**src/rtl/ram_pkg.sv**
```systemverilog
// Shared constants and helpers for the parametrised simple-dual-port RAM.
package ram_pkg;

  localparam int RDW_READ_FIRST  = 0;
  localparam int RDW_WRITE_FIRST = 1;

  localparam logic [0:0] ST_CLR = 1'b0;
  localparam logic [0:0] ST_RUN = 1'b1;

  function automatic int nb_lanes(input int data_w, input int byte_w);
    return data_w / byte_w;
  endfunction

  function automatic bit lanes_fit(input int data_w, input int byte_w);
    return (byte_w > 0) && ((data_w % byte_w) == 0);
  endfunction

endpackage

```
**src/rtl/ram_sdp_core.sv**
```systemverilog
// Storage array with byte-lane writes, the read-during-write policy and the
// first read register. rst_i is synchronous and active-low.
module ram_sdp_core
  import ram_pkg::*;
#(
  parameter int DATA_W   = 8,
  parameter int ADDR_W   = 4,
  parameter int BYTE_W   = 8,
  parameter int RDW_MODE = RDW_READ_FIRST
) (
  input  logic                                clk_i,
  input  logic                                rst_i,
  input  logic                                wr_en_i,
  input  logic [ADDR_W-1:0]                   wr_adr_i,
  input  logic [DATA_W-1:0]                   wr_dat_i,
  input  logic [nb_lanes(DATA_W, BYTE_W)-1:0] wr_be_i,
  input  logic                                rd_en_i,
  input  logic [ADDR_W-1:0]                   rd_adr_i,
  output logic [DATA_W-1:0]                   rd_dat_o,
  output logic                                rd_vld_o
);

  localparam int NB    = nb_lanes(DATA_W, BYTE_W);
  localparam int DEPTH = 2 ** ADDR_W;

  logic [DATA_W-1:0] mem [DEPTH];
  logic [DATA_W-1:0] rd_dat_d, rd_dat_q;
  logic              rd_vld_q;

  always_ff @(posedge clk_i) begin
    if (wr_en_i) begin
      for (int i = 0; i < NB; i++) begin
        if (wr_be_i[i]) mem[wr_adr_i][i*BYTE_W +: BYTE_W] <= wr_dat_i[i*BYTE_W +: BYTE_W];
      end
    end
  end

  // Write-first forwards only the enabled lanes of a same-address write.
  always_comb begin
    rd_dat_d = mem[rd_adr_i];
    if ((RDW_MODE == RDW_WRITE_FIRST) && wr_en_i && (wr_adr_i == rd_adr_i)) begin
      for (int i = 0; i < NB; i++) begin
        if (wr_be_i[i]) rd_dat_d[i*BYTE_W +: BYTE_W] = wr_dat_i[i*BYTE_W +: BYTE_W];
      end
    end
  end

  always_ff @(posedge clk_i) begin
    if (!rst_i) begin
      rd_dat_q <= '0;
      rd_vld_q <= 1'b0;
    end else begin
      rd_vld_q <= rd_en_i;
      if (rd_en_i) rd_dat_q <= rd_dat_d;
    end
  end

  assign rd_dat_o = rd_dat_q;
  assign rd_vld_o = rd_vld_q;

endmodule

```
**src/rtl/ram_sdp_param.sv**
```systemverilog
// Parametrised simple-dual-port RAM: clear-on-reset sweep, ready gating,
// optional output register and read-valid strobe around ram_sdp_core.
//
// Handshake: a request (we or re) is taken at a rising edge only while
// rdy=1 and rst=1; each taken read yields exactly one rd_vld=1 cycle,
// 1+OUT_REG cycles later, in issue order. There is no backpressure.
module ram_sdp_param
  import ram_pkg::*;
#(
  parameter int                DATA_W     = 8,
  parameter int                ADDR_W     = 4,
  parameter int                BYTE_W     = 8,
  parameter int                OUT_REG    = 0,
  parameter int                RDW_MODE   = RDW_READ_FIRST,
  parameter int                CLR_ON_RST = 0,
  parameter logic [DATA_W-1:0] CLR_VAL    = '0,
  parameter                    INIT_FILE  = ""
) (
  input  logic                                clk,
  input  logic                                rst,
  output logic                                rdy,
  input  logic                                we,
  input  logic [ADDR_W-1:0]                   wr_adr,
  input  logic [DATA_W-1:0]                   dat_w,
  input  logic [nb_lanes(DATA_W, BYTE_W)-1:0] be,
  input  logic                                re,
  input  logic [ADDR_W-1:0]                   rd_adr,
  output logic [DATA_W-1:0]                   dat_r,
  output logic                                rd_vld,
  output logic [0:0]                          dbg_state
);

  localparam int NB = nb_lanes(DATA_W, BYTE_W);

  if (!lanes_fit(DATA_W, BYTE_W)) begin : g_bad_lanes
    $error("ram_sdp_param: DATA_W must be a multiple of BYTE_W");
  end

  // Preloading from INIT_FILE is handed to the implementation flow's
  // memory-initialisation mechanism; without it contents start undefined.
  logic [0:0]        state_q, state_d;
  logic [ADDR_W-1:0] clr_adr_q, clr_adr_d;

  always_comb begin
    state_d   = state_q;
    clr_adr_d = clr_adr_q;
    if (state_q == ST_CLR) begin
      clr_adr_d = clr_adr_q + 1'b1;
      if (&clr_adr_q) state_d = ST_RUN;
    end
  end

  always_ff @(posedge clk) begin
    if (!rst) begin
      state_q   <= (CLR_ON_RST != 0) ? ST_CLR : ST_RUN;
      clr_adr_q <= '0;
    end else begin
      state_q   <= state_d;
      clr_adr_q <= clr_adr_d;
    end
  end

  assign rdy       = (state_q == ST_RUN);
  assign dbg_state = state_q;

  // The sweep borrows the write port; user writes are ignored meanwhile.
  logic              core_we, core_re, core_vld;
  logic [ADDR_W-1:0] core_adr;
  logic [DATA_W-1:0] core_wdat, core_rdat;
  logic [NB-1:0]     core_be;

  always_comb begin
    core_we   = 1'b0;
    core_adr  = wr_adr;
    core_wdat = dat_w;
    core_be   = be;
    if (rst) begin
      if (state_q == ST_CLR) begin
        core_we   = 1'b1;
        core_adr  = clr_adr_q;
        core_wdat = CLR_VAL;
        core_be   = '1;
      end else begin
        core_we = we;
      end
    end
  end

  assign core_re = rst & rdy & re;

  ram_sdp_core #(
    .DATA_W  (DATA_W),
    .ADDR_W  (ADDR_W),
    .BYTE_W  (BYTE_W),
    .RDW_MODE(RDW_MODE)
  ) u_core (
    .clk_i   (clk),
    .rst_i   (rst),
    .wr_en_i (core_we),
    .wr_adr_i(core_adr),
    .wr_dat_i(core_wdat),
    .wr_be_i (core_be),
    .rd_en_i (core_re),
    .rd_adr_i(rd_adr),
    .rd_dat_o(core_rdat),
    .rd_vld_o(core_vld)
  );

  if (OUT_REG != 0) begin : g_out_reg
    logic [DATA_W-1:0] out_dat_q;
    logic              out_vld_q;

    always_ff @(posedge clk) begin
      if (!rst) begin
        out_dat_q <= '0;
        out_vld_q <= 1'b0;
      end else begin
        out_vld_q <= core_vld;
        if (core_vld) out_dat_q <= core_rdat;
      end
    end

    assign dat_r  = out_dat_q;
    assign rd_vld = out_vld_q;
  end else begin : g_no_out_reg
    assign dat_r  = core_rdat;
    assign rd_vld = core_vld;
  end

endmodule
```
**config.mk**
```make
export PLATFORM = sky130hd
export DESIGN_NAME = ram_sdp_param
export DESIGN_NICKNAME = d
export VERILOG_FILES = /design/src/rtl/ram_pkg.sv /design/src/rtl/ram_sdp_core.sv /design/src/rtl/ram_sdp_param.sv
export SDC_FILE = /design/constraint.sdc
export NUM_CORES = 1
export LEC_CHECK = 0
export BUFFER_PORTS_ARGS = -buffer_cell sky130_fd_sc_hd__buf_4
export CAP_MARGIN = 20
export CORE_ASPECT_RATIO = 0.75
export CORE_MARGIN = 3
export CORE_UTILIZATION = 46
export DETAILED_ROUTE_END_ITERATION = 10
export GPL_ROUTABILITY_DRIVEN = 0
export PLACE_DENSITY = 0.64
export SLEW_MARGIN = 0
export SYNTH_ARGS = -nofsm -noshare
export SYNTH_HDL_FRONTEND = slang
export SYNTH_SLANG_ARGS = --single-unit
export TNS_END_PERCENT = 100
```
**constraint.sdc**
```tcl
create_clock -name clk -period 2.1 [get_ports clk]
set_input_delay 0.21 -clock clk [delete_from_list [all_inputs] [get_ports clk]]
set_output_delay 0.21 -clock clk [all_outputs]
set_load 0.01 [all_outputs]
```
After elaboration in Yosys (flattened, before gate mapping)
Memories as Yosys holds them, arrays and structs flattened. A register that Yosys moved wholly into a read port is not among the register bits.
Cells that the tools add are included.
Word-level totals
  bits in writable memories: 128
  memories kept: 1
  word-level logic and storage cells: 23
  output and inout bits: 11
  input port bits: 21
  flip-flop bits (word level): 6
Cells by class
  bitwise logic cells: 3
  muxes and demuxes: 12
  add/sub/neg operators: 1
  reductions and logical operators: 3
Memories
  u_core.mem: words 16, width 8, rd ports 1, clocked after Yosys merged registers in 1, wr ports 1, RTL line ram_sdp_core.sv:26  | logic [DATA_W-1:0] mem [DEPTH];
Operators by type and width (number)
  $mux W8: 2
  $mux W1: 8
  $mux W4: 2
  $add A4 B1 Y4 const B: 1
  $reduce_and A4 Y1: 1
  $and A1 B1 Y1: 2
  $reduce_or A2 Y1: 1
  $logic_not A1 Y1: 1
  $not A1 Y1: 1

Depth between registers and ports, before layout
Gate-level depths: netlist of the first run.
  depth after elaboration: 5
  depth in mapped cells: 6
  gate-level depth less buffers: 5

Hierarchy
From an unflattened synthesis of the first run, not the netlist that was laid out.
Second synthesis, totals
  cells, all modules: 358
  area total of the unflattened synthesis: 5731.7 um^2
Modules (own cells, without submodules)
  ram_sdp_core: instances 1, cells an instance 322, area an instance 5382.7 um^2, seq. area each 4023.9 um^2
  ram_sdp_param: instances 1, cells an instance 36, area an instance 349.1 um^2, seq. area each 100.1 um^2

Least setup slack after synthesis of the first run
No wires, ideal clock.
  path kind: reg2reg
  start: reg state_q, in the netlist dbg_state
  end: mem u_core.mem[2][0], enable pin
  buffers on the path: 2
  required time: 1.730 ns
  library setup time: 0.370 ns
  stages on the path, launching flop included: 7
  clock period less this slack: 2.054 ns
  arrival: 1.684 ns
  slack: 0.046 ns
  cells stage by stage: dfxtp_1 > buf_2 > nand2b_1 > buf_2 > mux2i_1 > o211ai_1 > nor2_1
Between the ends
  cells in the longest elaborated chain, start to end: 5
  elaborated cells on any way between the ends: 9
  those cells by class: mux: 9
RTL lines
  from (decl): RTL line ram_sdp_param.sv:41  | logic [0:0] state_q, state_d;
  from (signal assigned): RTL line ram_sdp_param.sv:55  | state_q <= (CLR_ON_RST != 0) ? ST_CLR : ST_RUN;
  from (signal assigned): RTL line ram_sdp_param.sv:58  | state_q <= state_d;
  $mux W1: RTL line ram_sdp_param.sv:78  | if (state_q == ST_CLR) begin
  $mux W1: RTL line ram_sdp_param.sv:77  | if (rst) begin
  $mux W1: RTL line ram_sdp_core.sv:33  | if (wr_be_i[i]) mem[wr_adr_i][i*BYTE_W +: BYTE_W] <= wr_dat_i[i*BYTE_W +: BYTE_W];
  $mux W1: RTL line ram_sdp_core.sv:31  | if (wr_en_i) begin
  $mux W1 (implied by the code): RTL line ram_sdp_core.sv:33
  to (decl): RTL line ram_sdp_core.sv:26
Several ways; a longest one is shown, not always the timed one.

Worst setup path in the final report of the first run
  start: reg state_q, in the netlist dbg_state
  end: reg u_core.rd_dat_q[7], in the netlist u_core.rd_dat_o[7], read port of u_core.mem
Between the ends
  cells in the longest elaborated chain, start to end: 2
RTL lines
  $and A1 B1 Y1 (2 in series): RTL line ram_sdp_param.sv:89  | assign core_re = rst & rdy & re;
  to (decl): RTL line ram_sdp_core.sv:27  | logic [DATA_W-1:0] rd_dat_d, rd_dat_q;
Every way passes these cells.
A chain may end at the register's enable or synchronous reset.

==> qor.txt, run 1 <==
Crit path top cell by count -> buf_4
Yosys reg bits -> 142
Finish-stage setup viols -> 0
Die H -> 101.7 µm
Setup bufs post-CTS -> 0
Overall track demand over capacity in global routing -> 0.1795
Arr. time, crit path -> 2.16 ns
Status -> finished, final reports clean
Area grow syn2layout -> 20.26%
Slew margin rel. -> 0.4323
Fill count -> 911
Crit path buf inv count -> 3
Crit Path Max Fanout -> 11
Clk sinks -> 142
Post-CTS Resized -> 0
Fin util -> 0.5749
Sw frac -> 0.2020
CTS root buf -> clkbuf_16
Pwr per Cell Area -> 948.8 nW/µm²
First-pass GRT wire length -> 17,310 µm
Critical path class -> reg -> reg
Io pins -> 32
Required time of the critical path -> 2.46 ns
Total Die Area -> 13,580 µm²
Sequential share of power -> 0.487
IO buf count -> 31
Final period util -> 0.8568
Syn_nets -> 318
Leak -> 2.344 nW
Int Pwr -> 5.111 mW
Top FF cell, synth -> edfxtp_1
Initial DRC Count -> 242
Skew-Pair Late Insertion Delay -> 0.41 ns
Post-route total power -> 6.405 mW
Total negative slack -> 0 ns
Met3 Use GR -> 0.06207
Core Area -> 11,740 µm²
Met1 global-route usage -> 0.2426
Worst hold path class -> in -> reg
CTS tree -> built
Worst-path clk slew -> 0.06 ns
Cell area after placement -> 6150 µm²
Pins over their slew limit -> 0
Initial antenna violation count -> 0
Post-Layout Inst Area -> 6750 µm²
Cell Area, Synth -> 5613 µm²
Post-layout nets -> 378
Worst reg2reg path startpoint -> dbg_state$_SDFF_PP1_
Max-cap violation count -> 0
CP max-delay cell -> a2111oi_0
Total Routed Length -> 11,130 µm
DIE WIDTH -> 133.6 µm
Post-synth cell types -> 37
Post-layout min period -> 1.799 ns
Fraction of registers with async set/reset -> 0
Slew @ Worst Pin -> 0.8484 ns
Mean Syn Cell Area -> 18.96 µm²
Routed len/inst -> 20.97 µm
Row count -> 34
R2R Setup Slk -> 0.30 ns
Ratio of cells with drive above 1 in the final layout -> 0.3225
Largest net degree at the start of global routing -> 32
First drt pass iteration count -> 4
Sequential fraction of the synthesis area -> 0.7347
Antenna cells -> 0
Power share of the clock group -> 0.467
Yosys warning count -> 0
Critical Path Start Type -> flip-flop
Skew final -> 0.005243 ns
Drt drc -> 0
M2 GR Usage -> 0.2757
DR vias/cell -> 5.418
Comb pwr share -> 0.046
Initial Util -> 0.4780
NetSw -> 1.294 mW
Total congestion overflow -> 0
Antenna Nets Post-Route -> 0
Worst VDD drop -> 0.6074 mV
# hold bufs at CTS -> 0
Cell chain of the critical path -> buf_4, nand3_1, inv_1, nand2_1, a2111oi_0, buf_4, a221o_1
EDFF count, synth -> 128
Vias in the first global route -> 3,014
Hold Startpoint -> re
Top achievable clock speed -> 555.8 MHz
Htree depth -> 4
Critical Path Source -> dbg_state$_SDFF_PP1_
Critical Path End Type -> flip-flop
Mapped Cells -> 296
CP delay by family, top -> compound AO/OA/AOI/OAI gates
GR peak layer -> met2
Cts bufs inserted -> 17
Hold Fails Final Rpt -> 0
DP HPWL -> 7222 µm
Deepest clock path buffer count -> 2
Unrepaired setup endpoints after global routing -> false
DR vias -> 2,877
Worst path max stage delay -> 0.58 ns
[sequential cells by signal, indices dropped and copies added, names as in the netlist]
register / cells
dbg_state: 1
u_core.mem: 128
u_core.rd_dat_o: 8
u_core.rd_vld_o: 1
clr_adr_q: 4
[cells by family after synthesis]
kind of cell | Yosys count | share of synthesized area
compound gates | 27 | 0.03545
flops | 142 | 0.7347
xor+xnor | 3 | 0.004682
simple gates | 53 | 0.04993
mux | 53 | 0.1569
fa+ha+maj | 1 | 0.002229
buf+inv | 17 | 0.01605
[worst paths after layout]
check	end	cells past startpoint
setup / recovery	u_core.rd_dat_o[7]$_SDFFE_PN0P_	7
setup reg to reg	u_core.rd_dat_o[7]$_SDFFE_PN0P_	7
hold reg to reg	u_core.rd_dat_o[7]$_SDFFE_PN0P_	1
hold / removal	u_core.rd_vld_o$_SDFF_PN0_	3
[power groups by stage]
stage / sequential, mW / combinational, mW / clock, mW
6_report: 3.12 / 0.297 / 2.99
5_1_grt: 3.12 / 0.325 / 3.19
4_1_cts: 3.12 / 0.303 / 3.05
3_5_place_dp: 3.18 / 0.302 / 0
3_3_place_gp: 3.18 / 0.297 / 0
2_1_floorplan: 3.18 / 0.174 / 0
[worst min-delay path, stage by stage]
cell     delay, ns
buf_4         0.07
nand3_1       0.09
inv_1         0.09
[synth_stat cells (4+ instances only)]
master | instances | area [µm²]
edfxtp_1 | 128 | 3844
mux4_2 | 22 | 495.5
nor2_1 | 20 | 75.07
mux2i_1 | 19 | 190.2
dfxtp_1 | 14 | 280.3
and2_1 | 12 | 75.07
mux2_2 | 8 | 90.09
buf_2 | 6 | 30.03
a22oi_1 | 5 | 37.54
o21ai_1 | 5 | 25.02
a31oi_1 | 4 | 25.02
mux4_1 | 4 | 105.1
nand2b_1 | 4 | 25.02
[layer usage]
| layer | vias to the layer above | wire length, µm |
|---|---|---|
| met3 | 13 | 887 |
| li1 | 1318 | - |
| met1 | 1446 | 4845 |
| met4 | 0 | 107 |
| met5 | - | 0 |
| met2 | 100 | 5293 |
[stage by stage]
step / hold WS, ns / cells / setup slack (ns)
after floorplan: 0.3317 / 296 / 0.04611
after global placement: 0.4848 / 499 / 0.02935
after detailed placement: 0.4835 / 499 / 0.002481
after CTS: 0.07984 / 531 / 0.06231
after global routing: 0.1052 / 531 / 0.1623
final: 0.09270 / 531 / 0.3007
[layout make-up]
| class | instances | area, µm² | share of cell area |
|---|---|---|---|
| Sequential cell | 142 | 4124 | 0.6109 |
| Multi-Input combinational cell | 137 | 1404 | 0.2080 |
| Clock buffer | 18 | 429.2 | 0.06358 |
| Timing Repair Buffer | 55 | 412.9 | 0.06117 |
| Tap cell | 162 | 202.7 | 0.03003 |
| Clock inverter | 14 | 166.4 | 0.02465 |
| Inverter | 3 | 11.26 | 0.001668 |
[layout by cell type, fill, tap and decap left out, types with 2 or more instances in the layout]
cell | Yosys | layout
a31oi_1 | 4 | 4
clkinvlp_4 | 0 | 3
a2111oi_0 | 3 | 3
mux2_2 | 8 | 8
o21ai_1 | 5 | 5
mux4_2 | 22 | 22
and3_1 | 3 | 3
nor2b_1 | 3 | 3
nor2_1 | 20 | 18
xnor2_1 | 3 | 3
mux4_1 | 4 | 4
a22oi_1 | 5 | 5
nand2_1 | 3 | 3
nand2b_1 | 4 | 4
mux2i_1 | 19 | 19
bufinv_16 | 0 | 3
inv_6 | 0 | 3
a22o_1 | 3 | 3
nor3b_1 | 2 | 2
clkbuf_16 | 0 | 17
inv_1 | 3 | 3
and2_1 | 12 | 12
a221o_1 | 3 | 3
buf_4 | 3 | 55
edfxtp_1 | 128 | 128
dfxtp_1 | 14 | 14
nor2_2 | 0 | 2
clkinv_2 | 0 | 3
(Power assumes the default switching activity.)
==> run 2: changes to the inputs <==
Settings changed: PLACE_DENSITY 0.64 to 0.65.
==> run 2 against run 1 <==
Net effect:
- non-clock buffer count increased by 5
- critical path depth is 3 lower
- via count unchanged
- global-route usage is 0.48 points lower
- power up 7.4%
- count of clock-buffer cells in the layout down 1
- worst setup slack got worse by 0.13 ns
- first-iteration DRC count grew 6.2%
- clock skew up 0.0082 ns
- utilization grew 1.2 points
- die area unchanged
- critical endpoint is now u_core.mem[0][5]$_DFFE_PP_
- highest routed layer unchanged
==> qor.txt, run 2 (same netlist as run 1, synthesis figures left out) <==
Io pins -> 32 (unchanged)
Total negative slack -> 0 ns (unchanged)
Status -> finished, final reports clean
Clk sinks -> 142 (unchanged)
Post-route total power -> 6.877 mW (+7.4%)
Htree depth -> 4 (unchanged)
Worst reg2reg path startpoint -> dbg_state$_SDFF_PP1_
Post-layout min period -> 1.932 ns (+0.1327 ns)
Max reg flops -> 128 (unchanged)
Setup bufs post-CTS -> 0 (unchanged)
Initial antenna violation count -> 0 (unchanged)
IO buf count -> 31 (unchanged)
CTS root buf -> clkbuf_16
First drt pass iteration count -> 4 (unchanged)
Slew @ Worst Pin -> 0.7383 ns (-0.1101 ns)
Total Die Area -> 13,580 µm² (unchanged)
Overall track demand over capacity in global routing -> 0.1747 (-0.004825)
Antenna Nets Post-Route -> 0 (unchanged)
Most frequent cells in the layout -> 128 x edfxtp_1, 59 x buf_4, 22 x mux4_2, 19 x nor2_1, 19 x mux2i_1
Core Area -> 11,740 µm² (unchanged)
Arr. time, crit path -> 1.97 ns (-0.19 ns)
Routed len/inst -> 20.21 µm (-3.6%)
Max-cap violation count -> 0 (unchanged)
Post-layout nets -> 383 (+1.3%)
Hold Fails Final Rpt -> 0 (unchanged)
Vias in the first global route -> 2,961 (-1.8%)
Pwr per Cell Area -> 997.6 nW/µm² (+5.1%)
Row count -> 34 (unchanged)
Post-CTS Resized -> 0 (unchanged)
Critical path class -> reg -> reg
Worst R2R End -> u_core.mem[0][5]$_DFFE_PP_
Initial Util -> 0.4780 (unchanged)
Final period util -> 0.9200 (+0.06321)
Drt drc -> 0 (unchanged)
Area grow syn2layout -> 22.83%
Worst r2r path cells -> 4 (-3)
Crit Path Max Fanout -> 8 (-3)
Ratio of cells with drive above 1 in the final layout -> 0.3316 (+0.009058)
CTS tree -> built
R2R Setup Slk -> 0.17 ns (-0.13 ns)
Slew margin rel. -> 0.5060 (+0.07370)
Fin util -> 0.5872 (+0.01226)
Worst VDD drop -> 0.5664 mV (-6.8%)
DR vias -> 2,877 (unchanged)
Pins over their slew limit -> 0 (unchanged)
Skew-Pair Late Insertion Delay -> 0.42 ns (about the same)
Worst min-delay path endpoint -> u_core.rd_vld_o$_SDFF_PN0_
Cell chain of the critical path -> nand2b_1, mux2i_1, o211ai_1, nor2_1
Hold Startpoint -> re
DR vias/cell -> 5.368 (-0.93%)
DIE WIDTH -> 133.6 µm (unchanged)
Required time of the critical path -> 2.14 ns (-0.32 ns)
Cts bufs inserted -> 17 (unchanged)
Skew final -> 0.01342 ns (+0.008172 ns)
DP HPWL -> 7227 µm (about the same)
Commonest non-fill, non-tap cell in the layout -> edfxtp_1
Largest net degree at the start of global routing -> 28 (-13%)
Finish-stage setup viols -> 0 (unchanged)
Critical Path End Type -> flip-flop
Most flop-heavy register -> u_core.mem
Leak -> 2.420 nW (+3.3%)
Hold path depth -> 3 (unchanged)
Worst hold path class -> in -> reg
Worst-path clk slew -> 0.05 ns (about the same)
# hold bufs at CTS -> 0 (unchanged)
CP max-delay cell -> nor2_1
Unrepaired setup endpoints after global routing -> false
First-pass GRT wire length -> 17,130 µm (-1.0%)
Die H -> 101.7 µm (unchanged)
Top achievable clock speed -> 517.6 MHz (-6.9%)
Critical Path Start Type -> flip-flop
Initial DRC Count -> 257 (+6.2%)
Total congestion overflow -> 0 (unchanged)
Worst path max stage delay -> 0.59 ns (about the same)
Antenna cells -> 0 (unchanged)
Deepest clock path buffer count -> 2 (unchanged)
Total Routed Length -> 10,830 µm (-2.7%)
## run 2: cell types whose count changed in the layout (fill, tap and decap cells not counted), moves of 2 or more
cell / before / now
buf_4: 55 / 59
bufinv_16: 3 / 7
clkinv_4: 1 / 3
clkinvlp_4: 3 / 1
inv_6: 3 / 1
## run 2: metrics by stage
step,setup WS [ns],cells,area (µm²),hold WS [ns]
finish,0.1680,536,6894,0.1255
global route,0.03247,536,6894,0.1274
CTS,0.1388,536,6892,0.1024
detailed placement,0.1476,504,6200,0.5088
global placement,0.2231,504,6200,0.5042
floorplan,0.04611,296,5613,0.3317
## run 2: worst max-delay path by stage
stage	to	from	cells after the start	slack, ns
final	u_core.mem[0][5]$_DFFE_PP_	dbg_state$_SDFF_PP1_	4	0.17
after CTS	u_core.mem[15][6]$_DFFE_PP_	dbg_state$_SDFF_PP1_	5	0.14
after detailed placement	u_core.mem[15][3]$_DFFE_PP_	dbg_state$_SDFF_PP1_	5	0.15
after global placement	u_core.mem[15][4]$_DFFE_PP_	dbg_state$_SDFF_PP1_	5	0.22
after global routing	u_core.mem[0][5]$_DFFE_PP_	dbg_state$_SDFF_PP1_	4	0.03
after floorplan	u_core.mem[2][0]$_DFFE_PP_	dbg_state$_SDFF_PP1_	6	0.05
## run 2: worst max-delay path, delay by kind of cell (launching register included)
family / cells / cell delay, ns
AOI/OAI and AO/OA: 1 / 0.15
DFF: 1 / 0.38
muxes: 1 / 0.26
and+or+nand+nor: 2 / 0.77
## run 2: cell type report
| type | count | area (µm²) |
|---|---|---|
| Clock buffer | 17 | 425.4 |
| Clock inverter | 15 | 266.5 |
| Fill cell | 917 | 4847 |
| Inverter | 3 | 11.26 |
| Multi-Input combinational cell | 137 | 1401 |
| Sequential cell | 142 | 4124 |
| Tap cell | 162 | 202.7 |
| Timing Repair Buffer | 60 | 462.9 |
## run 2: routing by layer
metal | global-route usage | share of wire | vias up
met4 | 0.04743 | 0.0090 | 0
met1 | 0.2561 | 0.48 | 1451
li1 | - | - | 1329
met2 | 0.2539 | 0.45 | 88
met5 | 0 | 0 | -
met3 | 0.05809 | 0.068 | 9
## run 2: report_power, final
part / internal (mW) / total (mW) / switching, mW
Clock: 2.35 / 3.46 / 1.11
Sequential: 3.11 / 3.12 / 0.0145
Combinational: 0.147 / 0.303 / 0.155
Total: 5.60 / 6.88 / 1.28
